[src/rtl/cpu_pkg.sv]
// rtl/cpu_pkg.sv - shared CPU constants: opcodes, fetch FSM states, widths, NOP
package cpu_pkg;

    localparam int ADDR_W = 8;
    localparam int DATA_W = 16;

    localparam logic [15:0] NOP = 16'h0000;

    localparam logic [3:0] OP_ALU0 = 4'h0;
    localparam logic [3:0] OP_ALU1 = 4'h1;
    localparam logic [3:0] OP_ALU2 = 4'h2;
    localparam logic [3:0] OP_ALU3 = 4'h3;
    localparam logic [3:0] OP_LDA  = 4'h4;
    localparam logic [3:0] OP_LDB  = 4'h5;
    localparam logic [3:0] OP_LDC  = 4'h6;
    localparam logic [3:0] OP_JMP  = 4'h7;
    localparam logic [3:0] OP_M1_0 = 4'h8;
    localparam logic [3:0] OP_M1_1 = 4'h9;
    localparam logic [3:0] OP_M1_2 = 4'hA;
    localparam logic [3:0] OP_M1_3 = 4'hB;
    localparam logic [3:0] OP_M1_4 = 4'hC;
    localparam logic [3:0] OP_M1_5 = 4'hD;
    localparam logic [3:0] OP_M1_6 = 4'hE;
    localparam logic [3:0] OP_M1_7 = 4'hF;

    typedef enum logic {
        FS_IDLE = 1'b0,
        FS_REQ  = 1'b1
    } fetch_state_e;

endpackage

[src/rtl/pc_register.sv]
// rtl/pc_register.sv - program counter with jump-load priority over increment
module pc_register #(
    parameter int ADDR_W   = 8,
    parameter int RESET_PC = 0
) (
    input  logic              clk,
    input  logic              rst,
    input  logic              en,
    input  logic              load,
    input  logic              inc,
    input  logic [ADDR_W-1:0] load_val,
    output logic [ADDR_W-1:0] pc
);

    logic [ADDR_W-1:0] pc_q;
    logic [ADDR_W-1:0] pc_d;

    always_comb begin
        pc_d = pc_q;
        if (en) begin
            if (load) begin
                pc_d = load_val;
            end else if (inc) begin
                // natural modulo-2^ADDR_W wrap
                pc_d = pc_q + ADDR_W'(1);
            end
        end
    end

    always_ff @(posedge clk) begin
        if (rst) begin
            pc_q <= ADDR_W'(RESET_PC);
        end else begin
            pc_q <= pc_d;
        end
    end

    assign pc = pc_q;

endmodule

[src/rtl/instr_fetch_unit.sv]
// rtl/instr_fetch_unit.sv - fetch stage: PC, IR and imem req/ack handshake with timeout
module instr_fetch_unit #(
    parameter int ADDR_W   = cpu_pkg::ADDR_W,
    parameter int DATA_W   = cpu_pkg::DATA_W,
    parameter int RESET_PC = 0,
    parameter int TIMEOUT  = 15
) (
    input  logic              clk,
    input  logic              rst,
    input  logic              en,
    input  logic              fetch_req,
    input  logic              pc_inc,
    input  logic              pc_load,
    output logic [ADDR_W-1:0] imem_addr,
    output logic              imem_req,
    input  logic              imem_ack,
    input  logic [DATA_W-1:0] imem_rdata,
    output logic [ADDR_W-1:0] pc,
    output logic [DATA_W-1:0] ir,
    output logic [3:0]        opcode,
    output logic [DATA_W-5:0] operand,
    output logic              ir_valid,
    output logic              busy,
    output logic              fetch_err
);

    import cpu_pkg::*;

    localparam int CNT_W = $clog2(TIMEOUT + 1);

    fetch_state_e      state_q, state_d;
    logic [ADDR_W-1:0] addr_q, addr_d;
    logic [DATA_W-1:0] ir_q, ir_d;
    logic              ir_valid_q, ir_valid_d;
    logic [CNT_W-1:0]  cnt_q, cnt_d;
    logic [CNT_W-1:0]  cnt_inc;
    logic              fetch_err_q, fetch_err_d;
    logic [ADDR_W-1:0] jump_target;

    // Jump target is the low ADDR_W bits of ir, zero-extended past the operand field.
    generate
        if (ADDR_W <= DATA_W - 4) begin : g_jt_narrow
            assign jump_target = ir_q[ADDR_W-1:0];
        end else begin : g_jt_wide
            assign jump_target = {{(ADDR_W - (DATA_W - 4)){1'b0}}, ir_q[DATA_W-5:0]};
        end
    endgenerate

    pc_register #(
        .ADDR_W  (ADDR_W),
        .RESET_PC(RESET_PC)
    ) u_pc (
        .clk     (clk),
        .rst     (rst),
        .en      (en),
        .load    (pc_load),
        .inc     (pc_inc),
        .load_val(jump_target),
        .pc      (pc)
    );

    assign cnt_inc = cnt_q + CNT_W'(1);

    always_comb begin
        state_d     = state_q;
        addr_d      = addr_q;
        ir_d        = ir_q;
        ir_valid_d  = ir_valid_q;
        cnt_d       = cnt_q;
        fetch_err_d = 1'b0;
        case (state_q)
            FS_IDLE: begin
                // pc here is the pre-increment value even if pc_inc fires this cycle
                if (fetch_req && en) begin
                    state_d    = FS_REQ;
                    addr_d     = pc;
                    ir_valid_d = 1'b0;
                    cnt_d      = '0;
                end
            end
            FS_REQ: begin
                // ack wins over both abort and timeout
                if (imem_ack) begin
                    state_d    = FS_IDLE;
                    ir_d       = imem_rdata;
                    ir_valid_d = 1'b1;
                end else if (!en) begin
                    state_d = FS_IDLE;
                end else if (cnt_inc == CNT_W'(TIMEOUT)) begin
                    state_d     = FS_IDLE;
                    ir_d        = DATA_W'(NOP);
                    ir_valid_d  = 1'b0;
                    fetch_err_d = 1'b1;
                    cnt_d       = cnt_inc;
                end else begin
                    cnt_d = cnt_inc;
                end
            end
            default: state_d = FS_IDLE;
        endcase
    end

    always_ff @(posedge clk) begin
        if (rst) begin
            state_q     <= FS_IDLE;
            addr_q      <= '0;
            ir_q        <= '0;
            ir_valid_q  <= 1'b0;
            cnt_q       <= '0;
            fetch_err_q <= 1'b0;
        end else begin
            state_q     <= state_d;
            addr_q      <= addr_d;
            ir_q        <= ir_d;
            ir_valid_q  <= ir_valid_d;
            cnt_q       <= cnt_d;
            fetch_err_q <= fetch_err_d;
        end
    end

    // The request is level-held for exactly the time the FSM sits in REQ.
    assign imem_req  = (state_q == FS_REQ);
    assign busy      = (state_q == FS_REQ);
    assign imem_addr = addr_q;
    assign ir        = ir_q;
    assign ir_valid  = ir_valid_q;
    assign fetch_err = fetch_err_q;
    assign opcode    = ir_q[DATA_W-1:DATA_W-4];
    assign operand   = ir_q[DATA_W-5:0];

endmodule

[config.mk]
export PLATFORM = sky130hd
export DESIGN_NAME = instr_fetch_unit
export DESIGN_NICKNAME = d
export VERILOG_FILES = /design/src/rtl/cpu_pkg.sv /design/src/rtl/pc_register.sv /design/src/rtl/instr_fetch_unit.sv
export SDC_FILE = /design/constraint.sdc
export NUM_CORES = 1
export LEC_CHECK = 0
export BUFFER_PORTS_ARGS = -buffer_cell sky130_fd_sc_hd__buf_2
export CAP_MARGIN = 20
export CORE_ASPECT_RATIO = 0.75
export CORE_UTILIZATION = 48
export CTS_CLUSTER_DIAMETER = 30
export CTS_CLUSTER_SIZE = 10
export DETAILED_ROUTE_END_ITERATION = 8
export PLACE_DENSITY = 0.82
export SYNTH_ARGS = -nofsm -noshare
export SYNTH_HDL_FRONTEND = slang
export SYNTH_SLANG_ARGS = --single-unit
[constraint.sdc]
create_clock -name clk -period 1.7 [get_ports clk]
set_input_delay 0.34 -clock clk [delete_from_list [all_inputs] [get_ports clk]]
set_output_delay 0.34 -clock clk [all_outputs]
set_load 0.01 [all_outputs]
Yosys cells after proc, flatten, opt, wreduce, memory -nomap -nowiden
Cells that the tools add are included.

storage, ports and cells
  bits in registers = 39
  bits in latches = 0
  bits in writable memories = 0
  memory bits (read-only) = 0
  input port bits = 23
  output and inout port bits = 52
  word-level logic and storage cells = 47
  memories = 0

operators by class
  add/subtract/negate cells = 2
  $mul = 0
  div/mod/pow operators = 0
  magnitude comparators = 0
  equality and inequality tests = 6
  shift operators = 0
  mux-type cells = 20
  bitwise logic cells = 2
  reductions and logical operators = 10

operators by type and width
  operator                                                         count
  16-bit two-way mux                                               3
  8-bit two-way mux                                                2
  4-bit two-way mux                                                3
  1-bit two-way mux                                                9
  3-bit AND reduction                                              3
  8-bit by 1-bit adder with 8-bit output, second input constant    1
  4-bit one-hot mux with 2 select lines                            1
  2-bit != test, second input constant                             3
  2-bit nonzero test                                               3
  4-bit by 1-bit adder with 4-bit output, second input constant    1
  4-bit == test, second input constant                             1
  1-bit one-hot mux with 2 select lines                            2
  2-bit AND reduction                                              2
  4-bit OR reduction                                               1
  3-bit by 2-bit != test with 1-bit output, second input constant  1
  3-bit != test, second input constant                             1
  1-bit NOT                                                        2
  1-bit logical AND                                                1

Longest topological paths before layout
  depth in word-level cells = 6
  mapped depth = 6
  mapped depth without buffers = 5

Cells and area by module
A second synthesis with hierarchy kept.

second synthesis, totals
  cells, all modules = 272
  area total of the unflattened synthesis = 2374.8 um2

modules (own cells, without submodules)
  module            instances  cells an instance  area each (um2)  sequential area each (um2)
  instr_fetch_unit  1          208                1848.0           620.6
  pc_register       1          64                 526.8            160.2

Worst setup path after synthesis
No wires, ideal clock.

  path type = flip-flop to flip-flop
  from = reg cnt_q[0]
  to = reg ir_q[10], in the netlist ir[10]
  library setup time = 0.119 ns
  arrival time = 1.374 ns
  required time = 1.581 ns
  path slack = 0.206 ns
  stages on the path, launching flop included = 7
  path buffers = 1
  period minus slack after synthesis = 1.494 ns
  cells stage by stage = dfxtp_1 -> ha_1 -> nor2b_1 -> a21oi_1 -> o211ai_2 -> buf_2 -> o21ai_1

on the way
  cells in the longest elaborated chain, start to end = 4

RTL lines
  item                                    line                     source
  start: declaration                      instr_fetch_unit.sv:35   logic [CNT_W-1:0] cnt_q, cnt_d;
  start signal: assignment                instr_fetch_unit.sv:116  cnt_q <= cnt_d;
  4-bit by 1-bit adder with 4-bit output  instr_fetch_unit.sv:62   assign cnt_inc = cnt_q + CNT_W'(1);
  4-bit == test                           instr_fetch_unit.sv:89   end else if (cnt_inc == CNT_W'(TIMEOUT)) begin
  2-bit nonzero test (no source line)     n/a
  3-bit AND reduction (no source line)    n/a
  end signal: assignment                  instr_fetch_unit.sv:114  ir_q <= ir_d;
  end: declaration                        instr_fetch_unit.sv:33   logic [DATA_W-1:0] ir_q, ir_d;

No other way between the ends.
A chain may end at the register's enable or synchronous reset.

Worst setup path in the final report
  from = reg cnt_q[0]
  to = reg ir_q[12], in the netlist ir[12]

The elaborated chain is that of the path after synthesis.

==> flow_metrics.tcl <==
set metrics [dict create \
    critPathRequiredTime_ns 1.88 \
    clock-root-buffer "clkbuf_8" \
    slowest_delay_ns 0.41 \
    regArea_um2 780.7 \
    critPathLaunchType "flop" \
    n_fill_cell 365 \
    seqPwrFrac_pct 45.5 \
    gr-total-overflow 0 \
    layout_commonest_cell "buf_2" \
    instances_no_fill 356 \
    top_layer "met4" \
    crit_cells 6 \
    drt_iter0_markers 77 \
    power_frac_clock_pct 42.7 \
    fin_worst_skew_ns 0.007171 \
    ctsHoldBuffers 0 \
    rsz0062_at_grt "no" \
    ir_worst_vdd_v 0.0006321 \
    gp_congestion 0.9186 \
    antenna_found_initial 0 \
    final_nets 329 \
    ant_nets 0 \
    synth_xor_xnor_area_share_pct 0 \
    grt_pass1_vias 1667 \
    tightest_slew_ns 0.3833 \
    hpwl_mm 3.231 \
    cap_violations 0 \
    period_share_pct 86.59 \
    worstHoldPathType "input port to flop" \
    power_w 0.002146 \
    cts_tree "yes" \
    synth_fp_nets 271 \
    antenna_cells 0 \
    slew_headroom_pct 74.45 \
    finalMaxSlewViolations 0 \
    drcViolationCount 0 \
    end_kind "flop" \
    leakagePower_nw 1.049 \
    synth-compound-area-share_pct 21.99 \
    layout_common_cells "buf_2, dfxtp_1, a21oi_1, nand2_1, o21ai_1" \
    hold_depth 3 \
    status "complete, no violations" \
    dieHeight_um 56.82 \
    ys_ff_latch 39 \
    clock_latency_ns 0.29 \
    ios 75 \
    setup_viol 0 \
    start_util_pct 51.20 \
    ys_warn_count 0 \
    rows 19 \
    cp.arrival_ns 1.65 \
    critical_path.top_delay_family "flip-flops" \
    syn_area_um2 1923 \
    via_per_inst 5.208 \
    path_cells "ha_1 -> nor2b_1 -> a21oi_1 -> o211ai_2 -> buf_12 -> o21ai_1" \
    path_clk_slew_ns 0.08 \
    p_per_area_nw_per_um2 908.0 \
    ys_seq_area_share_pct 40.60 \
    synth-simple-area-share_pct 20.04 \
    synth_cells 245 \
    io_buffer_count 74 \
    fin_area_um2 2364 \
    grt_pass1_wl_mm 7.369 \
    cp_slowest_cell "dfxtp_1" \
    place_area_um2 2227 \
    multi_input_area_um2 865.8 \
    swShare_pct 23.73 \
    syn_to_final_growth_pct 22.90 \
    combPwrFrac_pct 11.7 \
    post_cts_resized 0 \
    internal_power_w 0.001637 \
    grt_usage_pct 22.74 \
    final.min_clock_period_ns 1.472 \
    net-switching-power_w 0.0005092 \
    numCtsBuffers 5 \
    grt_start_max_net_pins 29 \
    crit_type "flop to flop" \
    clockBufferDepth 2 \
    postCtsSetupBuffers 0 \
    htree_levels 2 \
    synth_top_family_by_area "compound AO/OA/AOI/OAI gates" \
    first_pass_iters 4 \
    vias 1854 \
    hold_viol 0 \
    placed_cells 348 \
    cts_sinks 39 \
    synth.avg_cell_area_um2 7.849 \
    design.die.area_um2 4266 \
    path_buf_inv 1 \
    synth-adder-area-share_pct 1.952 \
    drive_gt1_share_pct 30.26 \
    wl_per_cell_um 13.04 \
    r2r_cells 6 \
    drt_wl_total_mm 4.642 \
    die_x_um 75.09 \
    coreArea_um2 3756 \
    synthMuxAreaShare_pct 1.041 \
    fmax_ghz 0.6793 \
    route.met2.wl_mm 2.195 \
    whs_ns 0.2571 \
    synth.distinct_cells 37 \
    finalSetupTns_ns 0 \
    critPathMaxFanout 16 \
    met1_length_mm 2.211 \
    wl_met3_um 224 \
]
-- worst register-to-register path, cell delays in order (launching register included) --
cell and delay (ns):
dfxtp_1 0.41, ha_1 0.24, nor2b_1 0.19, a21oi_1 0.08, o211ai_2 0.21, buf_12 0.17, o21ai_1 0.07
-- area by class of cell --
class / instances / area share, %
Clock buffer: 5 / 2.912
Clock inverter: 3 / 2.859
Inverter: 18 / 2.859
Multi-Input combinational cell: 158 / 36.63
Sequential cell: 39 / 33.03
Tap cell: 52 / 2.753
Timing Repair Buffer: 81 / 18.95
-- flip-flops by register name, summed over array words and instances (netlist names) --
| register | cells |
|---|---|
| imem_addr | 8 |
| fetch_err | 1 |
| busy | 1 |
| u_pc.pc | 8 |
| ir_valid | 1 |
| ir | 16 |
| cnt_q | 4 |
-- path summary, 6_finish.rpt --
path | from | slack, ns | to
worst min-delay path | imem_rdata[10] | 0.26 | ir[10]
worst min register to register | imem_addr[7] | 0.45 | imem_addr[7]
worst max-delay path | cnt_q[0] | 0.23 | ir[12]
worst max register to register | cnt_q[0] | 0.23 | ir[12]
-- per-stage QoR --
step	setup slack, ns	util, %
5_1_grt	0.07709	62.92
4_1_cts	0.2243	62.92
6_report	0.2279	62.92
2_1_floorplan	0.2063	-
3_3_place_gp	0.2818	59.29
3_5_place_dp	0.2507	59.29
-- synth_stat cells, drive strengths merged --
master | number | share of area [%]
a211oi | 2 | 0.78
a21oi | 32 | 8.3
a221oi | 1 | 0.46
a22o | 2 | 0.91
a22oi | 3 | 1.2
a31o | 1 | 0.46
a31oi | 1 | 0.33
a41oi | 1 | 0.46
and3 | 3 | 0.98
and3b | 2 | 0.91
buf | 27 | 10
clkbuf | 3 | 0.59
dfxtp | 39 | 41
ha | 3 | 2.0
inv | 18 | 3.5
mux2i | 2 | 1.0
nand2 | 24 | 4.7
nand2b | 1 | 0.33
nand3 | 6 | 1.6
nand3b | 3 | 1.2
nand4 | 2 | 0.98
nand4b | 1 | 0.46
nor2 | 17 | 3.4
nor2b | 3 | 0.98
nor3 | 16 | 4.2
o211ai | 2 | 1.0
o21a | 1 | 0.39
o21ai | 24 | 6.2
o22ai | 3 | 0.98
o32ai | 1 | 0.46
or4 | 1 | 0.39
-- power by group through the flow --
| stage | clock network (W) | registers [W] | logic, W |
|---|---|---|---|
| floorplan | 0 | 0.00101 | 0.000157 |
| global placement | 0 | 0.000997 | 0.000245 |
| detailed placement | 0 | 0.000998 | 0.000250 |
| CTS | 0.000940 | 0.000977 | 0.000253 |
| global route | 0.000984 | 0.000983 | 0.000279 |
| finish | 0.000917 | 0.000977 | 0.000252 |
-- cell families after synthesis --
logic type | count (synthesis)
muxes | 2
DFF | 39
AOI/OAI and AO/OA | 74
adders and majority gates | 3
buffers and inverters | 48
and+or+nand+nor | 79
-- per-layer routing --
| metal | vias to the layer above | GRT usage, % |
|---|---|---|
| met3 | 2 | 7.181 |
| met1 | 856 | 29.28 |
| met5 | - | 0 |
| li1 | 945 | - |
| met2 | 51 | 36.04 |
| met4 | 0 | 6.739 |
Power figures use the tool's default switching activity.
